`src/rtl/aes_tx_pkg.sv`:
```
// Shared types and widths for the aes_tx scheduler.
//   BLK_W  : block width (AES state)
//   DIV_W  : width of the tx_en pacing divider
//   CNT_W  : width of the optional per-source grant counters
//   src_e  : producer id (SRC0 = encrypt core, SRC1 = decrypt core)
//   out_state_e : output slot state
package aes_tx_pkg;

  localparam int unsigned BLK_W = 128;
  localparam int unsigned DIV_W = 8;
  localparam int unsigned CNT_W = 16;

  typedef enum logic {
    SRC0 = 1'b0,
    SRC1 = 1'b1
  } src_e;

  typedef enum logic {
    ST_EMPTY = 1'b0,
    ST_FULL  = 1'b1
  } out_state_e;

  // Round-robin pick: a lone requester wins; on a tie the source not granted last wins.
  function automatic src_e rr_pick(input logic v0, input logic v1, input src_e last);
    if (v0 && v1) begin
      return (last == SRC0) ? SRC1 : SRC0;
    end else if (v0) begin
      return SRC0;
    end else begin
      return SRC1;
    end
  endfunction

endpackage

```
`src/rtl/aes_tx_rate_gen.sv`:
```
// Pacing strobe for the byte serializer.
// Ports:
//   clk, rst_n : clock, async active-low reset
//   div        : strobe period minus one (0 = strobe every cycle)
//   tx_en      : one-cycle strobe, registered
module aes_tx_rate_gen
  import aes_tx_pkg::*;
(
  input  logic             clk,
  input  logic             rst_n,
  input  logic [DIV_W-1:0] div,
  output logic             tx_en
);

  logic [DIV_W-1:0] cnt_q, cnt_d;
  logic             tx_en_q, tx_en_d;

  // ">=" rather than "==" so a div lowered below the running count still fires and reloads.
  always_comb begin
    cnt_d   = cnt_q + DIV_W'(1);
    tx_en_d = 1'b0;
    if (cnt_q >= div) begin
      cnt_d   = '0;
      tx_en_d = 1'b1;
    end
  end

  always_ff @(posedge clk or negedge rst_n) begin
    if (!rst_n) begin
      cnt_q   <= '0;
      tx_en_q <= 1'b0;
    end else begin
      cnt_q   <= cnt_d;
      tx_en_q <= tx_en_d;
    end
  end

  assign tx_en = tx_en_q;

endmodule

```
`src/rtl/aes_tx_sched.sv`:
```
// Round-robin scheduler feeding 128-bit blocks from two producers into the aes_tx
// serializer's single data slot, plus the serializer's en pacing strobe.
// Ports:
//   s0_*/s1_*  : valid/ready block inputs from the encrypt (src0) and decrypt (src1) cores
//   tx_data    : block presented to the serializer
//   tx_empty   : no block presented
//   tx_require : serializer pulse, presented block consumed
//   tx_en      : serializer enable strobe, period div+1
//   busy       : any block buffered anywhere
//   err        : sticky, tx_require seen while nothing was presented
//   cnt0/cnt1  : per-source grant counters, only when AES_TX_SCHED_CNT_EN is defined
module aes_tx_sched
  import aes_tx_pkg::*;
(
  input  logic             clk,
  input  logic             rst_n,
  input  logic             s0_valid,
  input  logic [BLK_W-1:0] s0_data,
  output logic             s0_ready,
  input  logic             s1_valid,
  input  logic [BLK_W-1:0] s1_data,
  output logic             s1_ready,
  output logic [BLK_W-1:0] tx_data,
  output logic             tx_empty,
  input  logic             tx_require,
  output logic             tx_en,
  input  logic [DIV_W-1:0] div,
  output logic             busy,
`ifdef AES_TX_SCHED_CNT_EN
  output logic [CNT_W-1:0] cnt0,
  output logic [CNT_W-1:0] cnt1,
`endif
  output logic             err
);

  out_state_e                  state_q, state_d;
  logic [1:0]                  hold_valid_q, hold_valid_d;
  logic [1:0][BLK_W-1:0]       hold_data_q, hold_data_d;
  logic [1:0]                  ready_q, ready_d;
  logic [BLK_W-1:0]            tx_data_q, tx_data_d;
  logic                        tx_empty_q, tx_empty_d;
  logic                        busy_q, busy_d;
  logic                        err_q, err_d;
  src_e                        last_grant_q, last_grant_d;
  src_e                        gsrc;
  logic                        slot_free;
  logic                        grant;
`ifdef AES_TX_SCHED_CNT_EN
  logic [1:0][CNT_W-1:0]       gcnt_q, gcnt_d;
`endif

  // Slot/hold bookkeeping: accept into free holds, grant one hold into a free slot.
  always_comb begin
    state_d      = state_q;
    hold_valid_d = hold_valid_q;
    hold_data_d  = hold_data_q;
    tx_data_d    = tx_data_q;
    last_grant_d = last_grant_q;
    err_d        = err_q;
    grant        = 1'b0;
`ifdef AES_TX_SCHED_CNT_EN
    gcnt_d       = gcnt_q;
`endif
    gsrc      = rr_pick(hold_valid_q[0], hold_valid_q[1], last_grant_q);
    slot_free = (state_q == ST_EMPTY) || tx_require;

    if (tx_require && (state_q == ST_EMPTY)) begin
      err_d = 1'b1;
    end

    if (slot_free && (|hold_valid_q)) begin
      grant              = 1'b1;
      tx_data_d          = hold_data_q[gsrc];
      hold_valid_d[gsrc] = 1'b0;
      last_grant_d       = gsrc;
      state_d            = ST_FULL;
`ifdef AES_TX_SCHED_CNT_EN
      gcnt_d[gsrc]       = gcnt_q[gsrc] + CNT_W'(1);
`endif
    end else if (slot_free) begin
      state_d = ST_EMPTY;
    end

    // A hold being granted has ready=0, so accept and grant never hit the same entry.
    if (s0_valid && ready_q[0]) begin
      hold_valid_d[0] = 1'b1;
      hold_data_d[0]  = s0_data;
    end
    if (s1_valid && ready_q[1]) begin
      hold_valid_d[1] = 1'b1;
      hold_data_d[1]  = s1_data;
    end

    ready_d    = ~hold_valid_d;
    tx_empty_d = (state_d == ST_EMPTY);
    busy_d     = (|hold_valid_d) || (state_d == ST_FULL);
  end

  always_ff @(posedge clk or negedge rst_n) begin
    if (!rst_n) begin
      state_q      <= ST_EMPTY;
      hold_valid_q <= '0;
      hold_data_q  <= '0;
      ready_q      <= 2'b11;
      tx_data_q    <= '0;
      tx_empty_q   <= 1'b1;
      busy_q       <= 1'b0;
      err_q        <= 1'b0;
      last_grant_q <= SRC1;
`ifdef AES_TX_SCHED_CNT_EN
      gcnt_q       <= '0;
`endif
    end else begin
      state_q      <= state_d;
      hold_valid_q <= hold_valid_d;
      hold_data_q  <= hold_data_d;
      ready_q      <= ready_d;
      tx_data_q    <= tx_data_d;
      tx_empty_q   <= tx_empty_d;
      busy_q       <= busy_d;
      err_q        <= err_d;
      last_grant_q <= last_grant_d;
`ifdef AES_TX_SCHED_CNT_EN
      gcnt_q       <= gcnt_d;
`endif
    end
  end

  aes_tx_rate_gen u_rate_gen (
    .clk   (clk),
    .rst_n (rst_n),
    .div   (div),
    .tx_en (tx_en)
  );

  assign s0_ready = ready_q[0];
  assign s1_ready = ready_q[1];
  assign tx_data  = tx_data_q;
  assign tx_empty = tx_empty_q;
  assign busy     = busy_q;
  assign err      = err_q;
`ifdef AES_TX_SCHED_CNT_EN
  assign cnt0     = gcnt_q[0];
  assign cnt1     = gcnt_q[1];
`endif

endmodule

```
`config.mk`:
```
export PLATFORM = sky130hd
export DESIGN_NAME = aes_tx_sched
export DESIGN_NICKNAME = d
export VERILOG_FILES = /design/src/rtl/aes_tx_pkg.sv /design/src/rtl/aes_tx_rate_gen.sv /design/src/rtl/aes_tx_sched.sv
export SDC_FILE = /design/constraint.sdc
export NUM_CORES = 1
export LEC_CHECK = 0
export BUFFER_PORTS_ARGS = -buffer_cell sky130_fd_sc_hd__buf_4
export CORE_UTILIZATION = 51
export DETAILED_ROUTE_END_ITERATION = 8
export GPL_TIMING_DRIVEN = 1
export PLACE_DENSITY = 0.87
export SKIP_CTS_REPAIR_TIMING = 1
export SYNTH_ARGS = -nofsm -noshare
export SYNTH_HDL_FRONTEND = slang
export SYNTH_SLANG_ARGS = --single-unit
```
`constraint.sdc`:
```
create_clock -name clk -period 2 [get_ports clk]
set_clock_uncertainty 0.15 [all_clocks]
set_input_delay 0.3 -clock clk [delete_from_list [all_inputs] [get_ports clk]]
set_output_delay 0.3 -clock clk [all_outputs]
set_load 0.02 [all_outputs]
```
== After elaboration in Yosys (flattened, before gate mapping) ==
Index checks and enable logic that the tools add are counted.

* $lt $le $gt $ge: 3
* Reductions and logical operators: 10
* Muxes and demuxes: 14
* Add/subtract/negate cells: 1
* Bitwise operators: 5

{| class="wikitable"
|+ Operators by type and width
! kind !! count
|-
| $mux W128 || 2
|-
| $mux W1 || 9
|-
| $add A8 B1 Y8 const B || 1
|-
| $ge A8 B8 Y1 || 1
|-
| $mux W8 || 1
|-
| $logic_and A1 B1 Y1 || 6
|-
| $not A2 Y2 || 2
|-
| $reduce_or A2 Y1 || 2
|-
| $and A2 B2 Y2 || 1
|-
| $logic_or A1 B1 Y1 || 2
|-
| $lt A1 B2 Y1 const B || 1
|-
| $mux W2 || 1
|-
| $not A1 Y1 || 2
|-
| $demux W1 S1 || 1
|-
| $ge A1 B1 Y1 const B || 1
|}

* Flip-flop bits (word level): 402
* Output and inout bits: 134
* Logic and storage cells: 45

== Longest topological paths before layout ==
* Depth after elaboration: 12
* Depth in mapped cells: 8
* Mapped depth without buffers: 6

== By module ==
A second synthesis with hierarchy kept.

* Cell total of the unflattened synthesis: 1368
* Area total of the unflattened synthesis: 17177.7 um2

{| class="wikitable"
|+ By module, submodules not included
! module !! area an instance (um2) !! times used !! cells each
|-
| aes_tx_sched || 16597.2 || 1 || 1313
|-
| aes_tx_rate_gen || 580.6 || 1 || 55
|}

== Least setup slack after synthesis ==
OpenSTA, ideal clock, no wires.

* Path type: reg-to-reg
* From: register ready_q[0]
* To: register hold_data_q[58] in the netlist's numbering
* Period minus slack after synthesis: 1.805 ns
* Data arrival time: 1.530 ns
* Cell stages (with the launch flop): 5
* Path slack: 0.195 ns
* Required time: 1.725 ns
* Cell sequence: dfstp_2 > and2_1 > clkbuf_1 > buf_2 > mux2_2

* Longest elaborated chain between the ends: 1

{| class="wikitable"
|+ Ends and longest elaborated chain
! item !! RTL line !! RTL
|-
| from (decl) || aes_tx_sched.sv:39 || <nowiki>logic [1:0] ready_q, ready_d;</nowiki>
|-
| from (signal assigned) || aes_tx_sched.sv:117 || <nowiki>ready_q <= ready_d;</nowiki>
|-
| $logic_and A1 B1 Y1 || aes_tx_sched.sv:85 || <nowiki>if (s0_valid && ready_q[0]) begin</nowiki>
|-
| to (signal assigned) || aes_tx_sched.sv:116 || <nowiki>hold_data_q <= hold_data_d;</nowiki>
|-
| to (decl) || aes_tx_sched.sv:38 || <nowiki>logic [1:0][BLK_W-1:0] hold_data_q, hold_data_d;</nowiki>
|}

No other way between the ends.
A chain may end at the register's enable or synchronous reset.

== Final worst setup path ==
* From: register last_grant_q
* To: register tx_data_q[22] (netlist: tx_data[22])

* Longest elaborated chain between the ends: 4

{| class="wikitable"
|+ Ends and longest elaborated chain
! item !! RTL line !! RTL
|-
| from (decl) || aes_tx_sched.sv:44 || <nowiki>src_e last_grant_q, last_grant_d;</nowiki>
|-
| from (signal assigned) || aes_tx_sched.sv:122 || <nowiki>last_grant_q <= last_grant_d;</nowiki>
|-
| $mux W1 || aes_tx_pkg.sv:26 || <nowiki>return (last == SRC0) ? SRC1 : SRC0;</nowiki>
|-
| $mux W1 || aes_tx_pkg.sv:25 || <nowiki>if (v0 && v1) begin</nowiki>
|-
| $mux W128 (not written as such) (2 in a row) || aes_tx_sched.sv:73 || <nowiki>tx_data_d = hold_data_q[gsrc];</nowiki>
|-
| to (signal assigned) || aes_tx_sched.sv:118 || <nowiki>tx_data_q <= tx_data_d;</nowiki>
|-
| to (decl) || aes_tx_sched.sv:40 || <nowiki>logic [BLK_W-1:0] tx_data_q, tx_data_d;</nowiki>
|}

No other way between the ends. The select of a mux whose other input is x is not followed.

==> reports/results.ini <==
[status]
outcome=complete, no violations

[drt]
viasPerCell=5.58
wl_per_cell_microns=23.3
vias=12786
drt_first_iter_violations=821
routed_wl_mm=53.4
ant_nets=0
drc_errors=0
drt_pass1_iterations=7

[layout]
drive_above_1_share_pct=38.0
regArea_sq_mm=0.0101
area_delta_synth_final_pct=47.7
final_util_pct=77.4
fin_area_sq_mm=0.0239
multi_input_area_sq_mm=0.00571
fillCellCount=1587
nNetsFinal=2136

[yosys]
synth_top_cell_by_area=dfrtp_1
ys.flop_type=dfrtp_1
syn_inst=1179
synth_enable_flop_cells=0
synth.area.top_cells=dfrtp_1, mux2_2, mux2i_1, mux2_1, o21ai_1
synthesis.nets=1457
syn_avg_cell_area_sq_um=13.7
synth_warnings=0
async_flop_share_pct=100
ys_ff_latch=402
synth_top_area_share_pct=61.5
ys_seq_area_share_pct=62.1
synth.cell_area_sq_mm=0.0162
synth.most_common_cell=dfrtp_1
ys_top_cells_by_count=dfrtp_1, mux2_2, nand2_1, o21ai_1, mux2i_1
synth_cell_type_count=32

[worst_hold_path]
hp-class=in2reg

[placed_design]
gp_congestion=0.827
pre_cts_ws_ps=44.8
post_dp_cell_area_sq_mm=0.0199
portBuffers=402
hpwl_mm=27.6

[power]
leakage_nw=11.1
comb_power_share_pct=40.8
p_sw_mw=14.5
powerDensity_mw_per_mm2=1630
power_frac_seq_pct=38.9
switching_share_pct=37.2
clkPwrFrac_pct=20.3
ir_drop_uv=945
fin_total_pwr_mw=38.9
internal_power_mw=24.5

[timing]
maxSlewViolCount=0
finalCritPeriodShare_pct=99.1
timing.final.crit_period_ps=1980
relSlewSlack_pct=64.5
setup_ws_ps=18.5
whs_ps=75.8
timing.fmax_mhz=505
max_slew.worst_pin.slew_ps=533
finalSetupViolations=0
hold_viol_final=0

[critical_path]
crit_slowest_cell=dfstp_2
endpoint_kind=flip-flop
cp.required_ps=2240
crit_chain=nand2b_1 > and2_4 > buf_12 > buf_4 > mux2i_1 > o21ai_1
worstPathMaxFanout=23
crit_buf_inv=2
path_class=reg2reg
cpPeakStageDelay_ps=540
cp.arrival_ps=2230
critical-path-top-delay-family=flip-flops
critPathLaunchType=flip-flop

[die]
rows=64
ios=403
dieArea_sq_mm=0.0325
die_h_microns=180
core_area_sq_mm=0.0309
die_w_microns=180
start_util_pct=52.4

[global_route]
grt_usage_pct=24.9
overflow=0
grt_pass1_wl_mm=63.9
antenna_found_initial=5
grt_pass1_vias=11795
grt_max_degree=91

[run]
max-cap-violations=0

[clock_tree]
cts_inserted_buffers=42
clk_pin_slew_ps=60
clock-sinks=402
cts_tree=built
h-tree-depth=2
cts.path.max_buffers=3
root_buffer=clkbuf_16
clk_latency_ps=530

## layer usage
metal	up-vias	global-route usage, %	share of wire (%)
met5	-	0	0
met4	0	9.88	5.6
met3	213	5.50	5.3
met2	598	43.5	53
met1	6502	30.0	36
li1	5473	-	-
## path summary, 6_finish.rpt
check | depth (start not counted) | to | slack (ps) | start
min reg2reg | 1 | err | 310 | err
min in group asynchronous | 2 | hold_data_q[172] | 150 | rst_n
max reg2reg | 6 | tx_data[22] | 20 | last_grant_q
max | 6 | tx_data[22] | 20 | last_grant_q
max in group asynchronous | 3 | hold_data_q[75] | 650 | rst_n
min | 3 | hold_valid_q[1] | 80 | s1_valid
## sequential cells by signal (all words and copies together), names as in the netlist
signal,count
state_q,1
tx_empty,1
u_rate_gen.cnt_q,8
last_grant_q,1
tx_data,128
u_rate_gen.tx_en,1
hold_valid_q,2
busy,1
hold_data_q,256
err,1
ready_q,2
## power by group through the flow
stage	logic, mW	registers (mW)	clock network (mW)
global placement	14.0	14.4	0
global route	16.8	15.5	8.31
finish	15.9	15.1	7.91
detailed placement	14.6	14.7	0
floorplan	8.09	15.6	0
CTS	14.7	14.7	7.85
## placed cells by master, fill, tap and decap left out, types with 3 or more instances in the layout
cell type,netlist,layout
dfrtp_1,398,398
o21ai_1,130,129
clkbuf_16,0,42
buf_12,0,22
nor2_1,9,9
clkbuf_8,0,12
clkinv_2,0,5
nand3_1,4,4
inv_1,12,12
buf_4,3,425
dfstp_2,4,4
clkbuf_1,22,9
mux2i_1,128,127
xor2_1,4,4
diode_2,0,6
nand2_1,131,130
dlygate4sd3_1,0,258
a21o_1,3,3
mux2_1,64,64
and3_1,3,3
ha_1,9,9
mux2_2,192,192
## kinds of logic (layout without fill, tap and decap cells)
family	Yosys count	count (layout)	share of synthesized area, %
buffers and inverters	83	792	2.86
muxes	384	384	25.7
AOI/OAI and AO/OA	140	140	4.48
xor gates and xnor gates	6	6	0.324
and+or+nand+nor	155	155	3.84
DFF	402	402	62.1
other	0	6	0
adders and majority gates	9	9	0.695
## worst register-to-register path, stage by stage, from the launching register on
cell and delay (ps):
dfstp_2 540, nand2b_1 120, and2_4 180, buf_12 220, buf_4 210, mux2i_1 330
o21ai_1 110
## final cells by class
type	count	area share, %
clock inverters	11	0.533
clock buffers	63	5.22
flip-flops and latches	402	42.0
multi-input cells	694	23.9
repair buffers	706	26.0
well taps	396	2.07
inverters	12	0.188
diodes	6	0.0627
## stage by stage
stage / setup TNS [ps] / cells
after floorplan: 0 / 1179
after global placement: 0 / 1952
after detailed placement: 0 / 1952
after CTS: 0 / 2026
after global routing: -123 / 2289
final: 0 / 2290
Note: power is estimated with default switching activity, not from simulation.
